## src/rtl/pipeline_ctrl.sv

```systemverilog
// Backward-direction pipeline control. Produces the stall, flush and next-PC
// select signals from load-use, branch, divide and exception status.
module pipeline_ctrl #(
  parameter int DIV_CYCLES = 32,
  parameter int CNT_W      = 32
) (
  input  logic             clk,
  input  logic             rst,
  input  logic [4:0]       ID_rs,
  input  logic [4:0]       ID_rt,
  input  logic [4:0]       EXE_Dst,
  input  logic             EXE_ReadMem,
  input  logic             EXE_BranchTaken,
  input  logic             EXE_DivStart,
  input  logic             MEM_ExceptValid,
  output logic             IF_PCWr,
  output logic             IF_IDWr,
  output logic             IFID_Flush,
  output logic             IDEXE_Wr,
  output logic             IDEXE_Flush,
  output logic             EXEMEM_Flush,
  output logic [1:0]       NPCSel,
  output logic             DivBusy,
  output logic [CNT_W-1:0] StallCount
);

  typedef enum logic [1:0] {RUN, DIV_BUSY, EXC_HOLD} state_t;

  localparam logic [7:0] DIV_LOAD = 8'(DIV_CYCLES - 1);

  state_t           state_reg, state_next;
  logic [7:0]       div_cnt_reg, div_cnt_next;
  logic [CNT_W-1:0] stall_cnt_reg;
  logic             load_use;

  assign load_use = EXE_ReadMem && (EXE_Dst != 5'd0) &&
                    ((EXE_Dst == ID_rs) || (EXE_Dst == ID_rt));

  always_ff @(posedge clk or negedge rst) begin
    if (!rst) begin
      state_reg   <= RUN;
      div_cnt_reg <= 8'd0;
    end else begin
      state_reg   <= state_next;
      div_cnt_reg <= div_cnt_next;
    end
  end

  always_comb begin
    state_next   = state_reg;
    div_cnt_next = div_cnt_reg;
    case (state_reg)
      RUN: begin
        if (MEM_ExceptValid) begin
          state_next = EXC_HOLD;
        end else if (EXE_DivStart) begin
          state_next   = DIV_BUSY;
          div_cnt_next = DIV_LOAD;
        end
      end
      DIV_BUSY: begin
        if (MEM_ExceptValid) begin
          state_next = EXC_HOLD;
        end else if (div_cnt_reg != 8'd0) begin
          div_cnt_next = div_cnt_reg - 8'd1;
        end else begin
          state_next = RUN;
        end
      end
      EXC_HOLD: state_next = RUN;
      default:  state_next = RUN;
    endcase
  end

  always_comb begin
    IF_PCWr      = 1'b1;
    IF_IDWr      = 1'b1;
    IFID_Flush   = 1'b0;
    IDEXE_Wr     = 1'b1;
    IDEXE_Flush  = 1'b0;
    EXEMEM_Flush = 1'b0;
    NPCSel       = 2'b00;
    DivBusy      = 1'b0;
    if (!rst) begin
      IF_PCWr  = 1'b0;
      IF_IDWr  = 1'b0;
      IDEXE_Wr = 1'b0;
    end else begin
      case (state_reg)
        RUN: begin
          if (MEM_ExceptValid) begin
            NPCSel       = 2'b10;
            IFID_Flush   = 1'b1;
            IDEXE_Flush  = 1'b1;
            EXEMEM_Flush = 1'b1;
          end else if (EXE_DivStart) begin
            IF_PCWr      = 1'b0;
            IF_IDWr      = 1'b0;
            IDEXE_Wr     = 1'b0;
            EXEMEM_Flush = 1'b1;
          end else if (EXE_BranchTaken) begin
            // Delay slot in ID advances; only the wrong-path fetch is squashed.
            NPCSel     = 2'b01;
            IFID_Flush = 1'b1;
          end else if (load_use) begin
            IF_PCWr     = 1'b0;
            IF_IDWr     = 1'b0;
            IDEXE_Flush = 1'b1;
          end
        end
        DIV_BUSY: begin
          DivBusy = 1'b1;
          if (MEM_ExceptValid) begin
            NPCSel       = 2'b10;
            IFID_Flush   = 1'b1;
            IDEXE_Flush  = 1'b1;
            EXEMEM_Flush = 1'b1;
          end else if (div_cnt_reg != 8'd0) begin
            IF_PCWr      = 1'b0;
            IF_IDWr      = 1'b0;
            IDEXE_Wr     = 1'b0;
            EXEMEM_Flush = 1'b1;
          end
        end
        EXC_HOLD: begin
          // One quiet cycle so WB can write EPC/Cause before the vector fetch moves on.
          IF_PCWr     = 1'b0;
          IF_IDWr     = 1'b0;
          IFID_Flush  = 1'b1;
          IDEXE_Flush = 1'b1;
        end
        default: ;
      endcase
    end
  end

  always_ff @(posedge clk or negedge rst) begin
    if (!rst) begin
      stall_cnt_reg <= '0;
    end else if (!IF_PCWr && (stall_cnt_reg != {CNT_W{1'b1}})) begin
      stall_cnt_reg <= stall_cnt_reg + 1'b1;
    end
  end

  assign StallCount = stall_cnt_reg;

endmodule

```

## config.mk

```make
export PLATFORM = sky130hd
export DESIGN_NAME = pipeline_ctrl
export DESIGN_NICKNAME = d
export VERILOG_FILES = /design/src/rtl/pipeline_ctrl.sv
export SDC_FILE = /design/constraint.sdc
export NUM_CORES = 1
export LEC_CHECK = 0
export CORE_ASPECT_RATIO = 1.1
export CORE_UTILIZATION = 35
export CTS_CLUSTER_SIZE = 40
export DETAILED_ROUTE_END_ITERATION = 8
export GPL_TIMING_DRIVEN = 0
export PLACE_DENSITY = 0.7
export SLEW_MARGIN = 10
export SYNTH_ARGS = -nofsm -noshare
export SYNTH_HDL_FRONTEND = slang
export SYNTH_SLANG_ARGS = --single-unit
export TNS_END_PERCENT = 10
```

## constraint.sdc

```tcl
create_clock -name clk -period 2.45 [get_ports clk]
set_input_delay 0.245 -clock clk [delete_from_list [all_inputs] [get_ports clk]]
set_output_delay 0.245 -clock clk [all_outputs]
set_load 0.03 [all_outputs]
```

Word-level counts from Yosys, hierarchy flattened:

Index checks and enable logic that the tools add are counted.

* memories: 0
* register bits after elaboration: 42
* memory bits (writable): 0
* input bits: 21
* bits in latches: 0
* ROM bits: 0
* output and inout bits: 41

* reductions and logical operators: 11
* div/mod/pow operators: 0
* $add $sub $neg: 2
* bitwise logic cells: 0
* shift operators: 0
* multipliers: 0
* mux-type cells: 48
* $lt $le $gt $ge: 0
* eq/ne operators: 11

Operator list (number)
* 32-bit by 1-bit adder with 32-bit output, second input constant: 1
* 8-bit two-way mux: 4
* 32-bit inequality test, second input constant: 1
* 1-bit two-way mux: 29
* 8-bit one-hot mux with 2 select lines: 1
* 2-bit two-way mux: 7
* 5-bit == test: 2
* 1-bit one-hot mux with 3 select lines: 3
* 2-bit inequality test, second input constant: 4
* 2-bit one-hot mux with 2 select lines: 2
* 8-bit nonzero test: 1
* 8-bit by 1-bit subtractor with 8-bit output, second input constant: 1
* 3-bit inequality test, second input constant: 2
* 5-bit AND reduction: 1
* 5-bit nonzero test: 1
* 1-bit one-hot mux with 2 select lines: 2
* 1-bit logical AND: 3
* 2-bit by 1-bit == test with 1-bit output, second input constant: 1
* 2-bit == test, second input constant: 1
* 2-bit logical NOT: 1
* 2-bit AND reduction: 1
* 2-bit nonzero test: 1
* 1-bit logical NOT: 1
* 1-bit logical OR: 1

Longest topological paths before layout:

Gate-level depths: netlist of the first run.

* depth after elaboration: 11
* mapped depth: 10
* depth with buffers taken out: 9

Worst setup path before layout of the first run:

Ideal clock, no wire load.

* path type: register to output
* start: reg div_cnt_reg[0]
* end: out IF_PCWr
* stages on the path, launching flop included: 10
* setup slack: 0.263 ns
* arrival: 1.942 ns
* path through: dfrtp_1 > inv_1 > ha_1 > nor4b_1 > a21o_1 > a211o_2 > o211ai_4 > buf_6 > inv_1 > buf_4

* longest elaborated chain between the ends: 5

Ends and longest elaborated chain
* start: declaration: RTL line 32 `logic [7:0] div_cnt_reg, div_cnt_next;`
* start signal: assignment: RTL line 45 `div_cnt_reg <= div_cnt_next;`
* 8-bit nonzero test: RTL line 118 `end else if (div_cnt_reg != 8'd0) begin`
* 1-bit two-way mux (2 in a row)
* 1-bit one-hot mux with 3 select lines
* 1-bit two-way mux
* end: declaration: RTL line 16 `output logic IF_PCWr,`

No other way between the ends.

Worst setup path in the final report of the first run:

* start: reg div_cnt_reg[0]
* end: out IF_PCWr

* longest elaborated chain between the ends: 5

Ends and longest elaborated chain
* 8-bit nonzero test: RTL line 118
* 1-bit two-way mux: RTL line 118
* 1-bit two-way mux: RTL line 113 `if (MEM_ExceptValid) begin`
* 1-bit one-hot mux with 3 select lines: RTL line 89 `case (state_reg)`
* 1-bit two-way mux: RTL line 84 `if (!rst) begin`

No other way between the ends.

==> results.yml, run 1 <==
route:
  routed_wl_um: 5450
  drt-pass1-iter-count: 4
  avgRoutedWirePerCell_um: 13.5
  num_vias: 2054
  routed_via_density: 5.11
  drt_iter0_markers: 68
  drtAntennaViolNets: 0
  drc: 0
clock_network:
  ctsHtreeMaxLevel: 2
  cts-root-buf: "clkbuf_8"
  path_clk_slew_ns: 0.09
  clock-sinks: 42
  clk_latency_ns: 0.30
  cts.path.max_buffers: 2
  cts_made_buffers: 5
  cts_tree: "done"
worst_setup_path:
  crit_buf_inv: 5
  critPathSlowestCell: "dfrtp_1"
  critPathMaxFanout: 4
  criticalPathCategory: "reg -> out"
  worst_path_most_repeated_cell: "buf_6"
  crit_chain: "inv_2 -> ha_1 -> nor4b_4 -> a21o_1 -> a211o_2 -> o211ai_4 -> buf_6 -> inv_1 -> buf_4 -> buf_6"
  cp.required_ns: 2.20
  arrival_ns: 2.19
  cp_top_family: "compound AO/OA/AOI/OAI gates"
  end_kind: "output pin"
  max_stage_delay_ns: 0.37
  start_kind: "flip-flop"
global_routing:
  antenna_found_initial: 0
  use_met2_pct: 29.0
  grt_first_pass_wirelength_um: 9160
  grt_remaining_overflow: 0
  grt_pass1_vias: 2052
  grt_max_degree: 35
  groute.usage.overall_pct: 16.2
  grt.busiest_layer: "met2"
  use_met3_pct: 2.76
  grt_util_met1_pct: 20.4
sta:
  period_needed_ns: 2.43
  rsz0062_at_grt: "true"
  skew_ns: 0.0139
  hold_viol_final: 0
  tightest_slew_ns: 0.625
  setup_violations: 0
  finalSetupTns_ns: 0
  slew_viol_final: 0
  whs_ns: 0.443
  slew_headroom_pct: 58.2
  fmax_mhz: 411
  fin_crit_sh_pct: 99.2
logic_synthesis:
  synth_seq_area_share_pct: 43.5
  synth_top_area_share_pct: 43.5
  syn_nets: 269
  yosysWarnings: 0
  syn_area_um2: 2410
  async_flop_share_pct: 100
  synthTopCellsByArea: "dfrtp_1, xnor2_1, nand3_1, xor2_1, nor2_1"
  yosysMostFrequentCell: "dfrtp_1"
  synth_seq_cells: 42
  syn_inst: 245
  ys_top_cells_by_count: "dfrtp_1, xnor2_1, nand3_1"
  synth.distinct_cells: 43
  synth_edf_count: 0
  post-synth-top-area-cell: "dfrtp_1"
  synth_flop_cell: "dfrtp_1"
  syn_area_per_cell_um2: 9.85
floorplan:
  initial_core_util_pct: 36.4
  coreArea_um2: 6630
  die_w_um: 81.2
  rows: 31
  die_h_um: 89.1
  pin_count: 62
  die_area_um2: 7230
final_layout:
  instances_no_fill: 402
  stdcell_area_um2: 3290
  syn2layout_area_growth_pct: 36.3
  largest_register_ffs: 32
  antennaDiodeCount: 0
  fillers: 621
  fin_nets: 343
  drive_gt1_share_pct: 11.3
run:
  maxCapViolations: 0
power_and_ir_drop:
  p_comb_share_pct: 31.0
  powerDensity_nw_per_um2: 618
  switching_share_pct: 35.5
  ir_drop_mv: 0.325
  p_leak_nw: 1.40
  seqPwrFrac_pct: 45.5
  p_switching_uw: 723
  intPower_mw: 1.31
  power.clock.fraction_pct: 23.5
place:
  post-dp-hpwl_um: 4030
  dp.cells: 389
  gp_congestion: 0.762
  io_buffer_count: 61
  placed_cell_area_um2: 3140
min_path:
  worst_hold_path_type: "in -> async"
run_status:
  status: "complete, no violations"
## metal layers
metal,part of all wire [%],up-vias
met5,0,-
met1,46,983
met2,49,55
met3,3.8,6
li1,-,1010
met4,0.77,0
## power by group through the flow
stage,clock (mW),sequential (mW),combinational (mW)
after floorplan,0,1.02,0.269
after global placement,0,0.927,0.614
after detailed placement,0,0.930,0.624
after CTS,0.493,0.926,0.636
after global routing,0.513,0.945,0.676
final,0.477,0.925,0.630
## placed cells by master, fill, tap and decap left out, types with 3 or more instances in the layout
master and instances:
a21oi_1 6, inv_1 10, nor2_1 21, and2_1 4, xnor2_1 31, buf_2 5, nand3_1 24, a31oi_1 3
dfrtp_1 42, and3_1 9, clkbuf_8 6, ha_1 3, nand2_1 12, nand4_1 12, o21a_1 3, xor2_1 10
buf_4 4, clkdlybuf4s50_1 54, nand3b_1 3, and4_1 4, nor3_1 9, buf_6 4, o21ai_0 5
## per-stage QoR
step           setup WS (ns)  util [%]  power, mW
2_1_floorplan          0.263         -       1.29
3_3_place_gp           -1.48      47.1       1.54
3_5_place_dp          -0.594      47.4       1.55
4_1_cts               0.0252      49.6       2.05
5_1_grt              -0.0856      49.6       2.13
6_report              0.0190      49.6       2.03
## worst paths after layout
path | depth (start not counted) | slack [ns] | end | from
worst max-delay path | 10 | 0.02 | IF_PCWr | div_cnt_reg[0]$_DFFE_PN0P_
worst min-delay path | 3 | 0.44 | state_reg[1]$_DFFE_PN0P_ | rst
worst max register to register | 7 | 0.21 | StallCount[30]$_DFFE_PN0P_ | StallCount[0]$_DFFE_PN0P_
worst min register to register | 1 | 0.50 | StallCount[20]$_DFFE_PN0P_ | StallCount[20]$_DFFE_PN0P_
max in group asynchronous | 3 | 0.98 | StallCount[0]$_DFFE_PN0P_ | rst
min in group clk | 1 | 0.50 | StallCount[20]$_DFFE_PN0P_ | StallCount[20]$_DFFE_PN0P_
## what timing repair did
action                                 CTS  global route
setup buffers                            3             0
gates resized for setup                 18             4
endpoints found under the hold margin   13             0
setup endpoints to repair                5             5
pin swaps                                2             0
hold buffers                             2             0
## worst register-to-register path: stages, from the launching register on
cell and delay [ns]:
dfrtp_1 0.44, ha_1 0.20, nand3_1 0.20, nor4_4 0.49, nand3_2 0.28, buf_2 0.28, nand4_1 0.13, xnor2_1 0.13
## kinds of logic after synthesis
family	count (synthesis)	share of synthesized area (%)
AOI/OAI and AO/OA	26	7.57
DFF	42	43.5
buffers and inverters	19	4.20
and+or+nand+nor	113	27.6
adders and majority gates	3	1.56
muxes	1	0.622
xor gates and xnor gates	41	14.9
## final cells by class
cell class                 instances  area (um^2)  area share, %
buffer                             8         60.1           1.83
clock buffer                       6         82.6           2.51
clock inverter                     2         12.5          0.380
inverter                          11         41.3           1.26
multi-input combinational        184         1280           38.8
sequential                        42         1050           32.0
tap                               82          103           3.12
timing repair buffer              67          663           20.2
No activity file was read; power rests on OpenSTA's default activity.
==> inputs of run 2 (changes only) <==
- TNS_END_PERCENT: 10 -> default
==> results.yml, run 2 (synthesized netlist as in run 1, its figures left out) <==
clock_network:
  cts-root-buf: "clkbuf_8"
  clock-sinks: 42
  cts_made_buffers: 5
  ctsHtreeMaxLevel: 2
  clk_latency_ns: 0.30
  cts_tree: "done"
  cts.path.max_buffers: 2
  path_clk_slew_ns: 0.09
final_layout:
  drive_gt1_share_pct: 12.5
  antennaDiodeCount: 0
  final_util_pct: 49.9
  final_cell_mix: "clkdlybuf4s50_1, dfrtp_1, xnor2_1"
  fin_nets: 343
  mostFrequentLayoutCell: "clkdlybuf4s50_1"
  stdcell_area_um2: 3310
  syn2layout_area_growth_pct: 37.1
  largest_register_ffs: 32
route:
  routed_wl_um: 5440
  num_vias: 2056
  drtAntennaViolNets: 0
  wl_met3_um: 216
  drc: 0
  wl_met2_um: 2710
  wl_met1_um: 2460
  routed_via_density: 5.11
  drt_iter0_markers: 59
  drt-pass1-iter-count: 4
  avgRoutedWirePerCell_um: 13.5
  dr.max_layer_used: "met4"
floorplan:
  die_h_um: 89.1
  pin_count: 62
  initial_core_util_pct: 36.4
  coreArea_um2: 6630
  rows: 31
  die_area_um2: 7230
  die_w_um: 81.2
min_path:
  worst_hold_path_type: "in -> async"
place:
  gp_congestion: 0.762
  placed_cell_area_um2: 3140
  post-dp-hpwl_um: 4030
  io_buffer_count: 61
sta:
  fmax_mhz: 424
  setup_violations: 0
  slew_viol_final: 0
  tightest_slew_ns: 0.624
  hold_viol_final: 0
  slew_headroom_pct: 58.2
  fin_crit_sh_pct: 96.4
  rsz0062_at_grt: "true"
  finalSetupTns_ns: 0
  skew_ns: 0.0138
  period_needed_ns: 2.36
worst_setup_path:
  reg2reg_setup_slack_ns: 0.20
  r2r_end: "StallCount[30]$_DFFE_PN0P_"
  start_kind: "flip-flop"
  worstReg2RegStart: "StallCount[0]$_DFFE_PN0P_"
  critPathMaxFanout: 4
  end_kind: "output pin"
  arrival_ns: 2.12
  ff2ff_path_depth: 7
  criticalPathCategory: "reg -> out"
  cp.required_ns: 2.20
global_routing:
  grt_max_degree: 35
  grt_pass1_vias: 2052
  grt_remaining_overflow: 0
  groute.usage.overall_pct: 16.2
  grt_first_pass_wirelength_um: 9160
  antenna_found_initial: 0
power_and_ir_drop:
  total_power_mw: 2.04
  ir_drop_mv: 0.327
  powerDensity_nw_per_um2: 616
  p_leak_nw: 1.39
run_status:
  status: "complete, no violations"
run:
  maxCapViolations: 0
run 2: cell counts in the layout (fill, tap and decap cells not counted):
Identical to the previous run, type by type.
run 2: repair_timing:
| item | 4_1_cts | 5_1_grt |
|---|---|---|
| hold buffers | 2 | 0 |
| endpoints found under the setup margin | 5 | 5 |
| setup buffers | 3 | 0 |
| hold endpoints to repair | 13 | 0 |
| pin swaps | 2 | 0 |
| resized for setup | 18 | 10 |
run 2: worst max-delay path by stage:
stage,cells past startpoint,slack [ns],to,start
floorplan,9,0.26,IF_PCWr,div_cnt_reg[0]$_DFFE_PN0P_
global placement,6,-1.48,IF_PCWr,rst
detailed placement,9,-0.59,IF_PCWr,EXE_Dst[1]
CTS,10,0.03,IF_PCWr,div_cnt_reg[0]$_DFFE_PN0P_
global route,10,-0.01,IF_PCWr,div_cnt_reg[0]$_DFFE_PN0P_
finish,10,0.09,IF_PCWr,div_cnt_reg[0]$_DFFE_PN0P_
run 2: routing by layer:
layer  vias to the layer above  global-route usage (%)
li1                       1008                       -
met1                       984                    20.4
met2                        58                    29.0
met3                         6                    2.76
met4                         0                    3.90
met5                         -                       0
run 2: layout make-up:
type | instances | area (um^2)
clock buffers | 6 | 82.6
inverters | 11 | 41.3
repair buffers | 67 | 663
well taps | 82 | 103
plain buffers | 8 | 63.8
flip-flops and latches | 42 | 1050
multi-input cells | 184 | 1290
clock inverters | 2 | 12.5
fillers | 619 | 3320
run 2: where the power goes:
part / internal, mW / switching, mW / leakage [nW] / total [mW]
Combinational: 0.300 / 0.335 / 0.796 / 0.635
Clock: 0.227 / 0.251 / 0.0472 / 0.478
Sequential: 0.786 / 0.140 / 0.550 / 0.925
run 2: through the flow:
stage / setup WS [ns] / instances / hold slack, ns
after floorplan: 0.263 / 245 / -0.0506
after global placement: -1.48 / 388 / 0.489
after detailed placement: -0.594 / 389 / 0.179
after CTS: 0.0252 / 402 / 0.444
after global routing: -0.00997 / 402 / 0.474
final: 0.0891 / 402 / 0.442
run 2: worst max-delay path: stages (launching register included):
cell,delay [ns]
dfrtp_1,0.37
inv_2,0.08
ha_4,0.16
nor4b_4,0.13
a21o_1,0.18
a211o_2,0.31
o211ai_4,0.21
buf_6,0.13
inv_2,0.03
buf_6,0.10
buf_6,0.12
==> inputs of run 3 (changes only) <==
- CORE_MARGIN: default -> 1.5
- clock period: 2.45 -> 3.05 ns (I/O delays scaled with it)
==> results.yml, run 3 (synthesized netlist as in run 1, its figures left out) <==
run_status:
  status: "complete, no violations"
final_layout:
  final_cell_mix: "clkdlybuf4s50_1, dfrtp_1, xnor2_1"
  drive_gt1_share_pct: 9.18
  final_util_pct: 49.2
  largest_register_ffs: 32
  syn2layout_area_growth_pct: 35.3
  mostFrequentLayoutCell: "clkdlybuf4s50_1"
  antennaDiodeCount: 0
  instances_no_fill: 398
  fin_nets: 339
global_routing:
  antenna_found_initial: 0
  groute.usage.overall_pct: 15.7
  grt_pass1_vias: 2027
  grt_max_degree: 36
  grt_first_pass_wirelength_um: 9360
  grt_remaining_overflow: 0
worst_setup_path:
  end_kind: "output pin"
  critPathMaxFanout: 10
  cp.required_ns: 2.74
  arrival_ns: 2.60
  start_kind: "flip-flop"
  criticalPathCategory: "reg -> out"
clock_network:
  post_cts_buffers: 0
  clock-sinks: 42
  cts_made_buffers: 5
  clk_latency_ns: 0.29
  cts-root-buf: "clkbuf_8"
  cts.path.max_buffers: 2
  cts_tree: "done"
  path_clk_slew_ns: 0.08
  ctsHtreeMaxLevel: 2
sta:
  fmax_mhz: 344
  skew_ns: 0.00699
  finalSetupTns_ns: 0
  fin_crit_sh_pct: 95.4
  rsz0062_at_grt: "false"
  period_needed_ns: 2.91
  tightest_slew_ns: 0.578
  slew_headroom_pct: 61.0
  hold_viol_final: 0
  slew_viol_final: 0
  worst_slack_ns: 0.140
  setup_violations: 0
route:
  avgRoutedWirePerCell_um: 13.3
  num_vias: 2050
  routed_wl_um: 5300
  drt_iter0_markers: 84
  drtAntennaViolNets: 0
  drc: 0
  routed_via_density: 5.15
  drt-pass1-iter-count: 4
floorplan:
  die_area_um2: 7400
  coreArea_um2: 6630
  initial_core_util_pct: 36.4
  rows: 31
  pin_count: 62
  die_w_um: 82.2
  die_h_um: 90.1
place:
  post-dp-hpwl_um: 3870
  io_buffer_count: 61
  gp_congestion: 0.775
  place_ws_ns: -0.117
  dp.cells: 389
power_and_ir_drop:
  ir_drop_mv: 0.293
  total_power_mw: 1.66
  p_leak_nw: 1.36
  powerDensity_nw_per_um2: 509
run:
  maxCapViolations: 0
min_path:
  worst_hold_path_type: "in -> async"
## run 3: cell count changes in the layout (fill, tap and decap cells not counted), moves of 2 or more
cell	previous run	this run
clkdlybuf4s50_1	54	58
dlymetal6s2s_1	2	0
buf_4	3	1
inv_2	3	0
inv_1	8	11
buf_6	5	3
## run 3: worst max-delay path: stages, from the launching register on
cell and delay [ns]:
dfrtp_1 0.39, inv_1 0.07, ha_1 0.17, nor4b_2 0.16
a21o_1 0.18, a211o_2 0.35, o211ai_4 0.28, buf_6 0.20
inv_1 0.05, buf_4 0.12, dlygate4sd2_1 0.34
## run 3: final cells by class
class,count,area (um^2)
clock inverter,3,40.0
sequential,42,1050
inverter,11,41.3
clock buffer,5,68.8
timing repair buffer,63,633
tap,82,103
multi-input combinational,184,1270
buffer,8,60.1
fill,607,3370
## run 3: through the flow
stage / instance area [um^2] / hold slack [ns]
global placement: 3130 / 0.488
detailed placement: 3140 / 0.236
finish: 3260 / 0.452
floorplan: 2410 / 0.00941
global route: 3260 / 0.477
CTS: 3260 / 0.460
## run 3: report_power, final
part | internal [mW] | switching, mW
sequential | 0.631 | 0.103
combinational | 0.234 | 0.264
clock | 0.241 | 0.189
## run 3: metal layers
metal  track usage (%)  part of all wire (%)  vias to the layer above
li1                  -                     -                     1008
met1              21.1                    47                      970
met2              25.2                    47                       65
met3              3.76                   4.7                        7
met4              3.67                   1.0                        0
met5                 0                     0                        -
## run 3: worst paths after layout
check | start | to | slack [ns] | cells after the start
min in group clk | StallCount[31]$_DFFE_PN0P_ | StallCount[31]$_DFFE_PN0P_ | 0.51 | 1
setup / recovery | div_cnt_reg[1]$_DFFE_PN0P_ | IF_PCWr | 0.14 | 10
setup reg to reg | StallCount[0]$_DFFE_PN0P_ | StallCount[28]$_DFFE_PN0P_ | 0.79 | 7
hold reg to reg | StallCount[31]$_DFFE_PN0P_ | StallCount[31]$_DFFE_PN0P_ | 0.51 | 1
max in group asynchronous | rst | StallCount[24]$_DFFE_PN0P_ | 2.10 | 3
hold / removal | rst | StallCount[6]$_DFFE_PN0P_ | 0.45 | 2
## run 3: timing repair
item / CTS / global route
resized for setup: 2 / 1
pin swaps: 0 / 0
endpoints found under the setup margin: 2 / 2
hold buffers: 1 / 0
endpoints found under the hold margin: 12 / 0
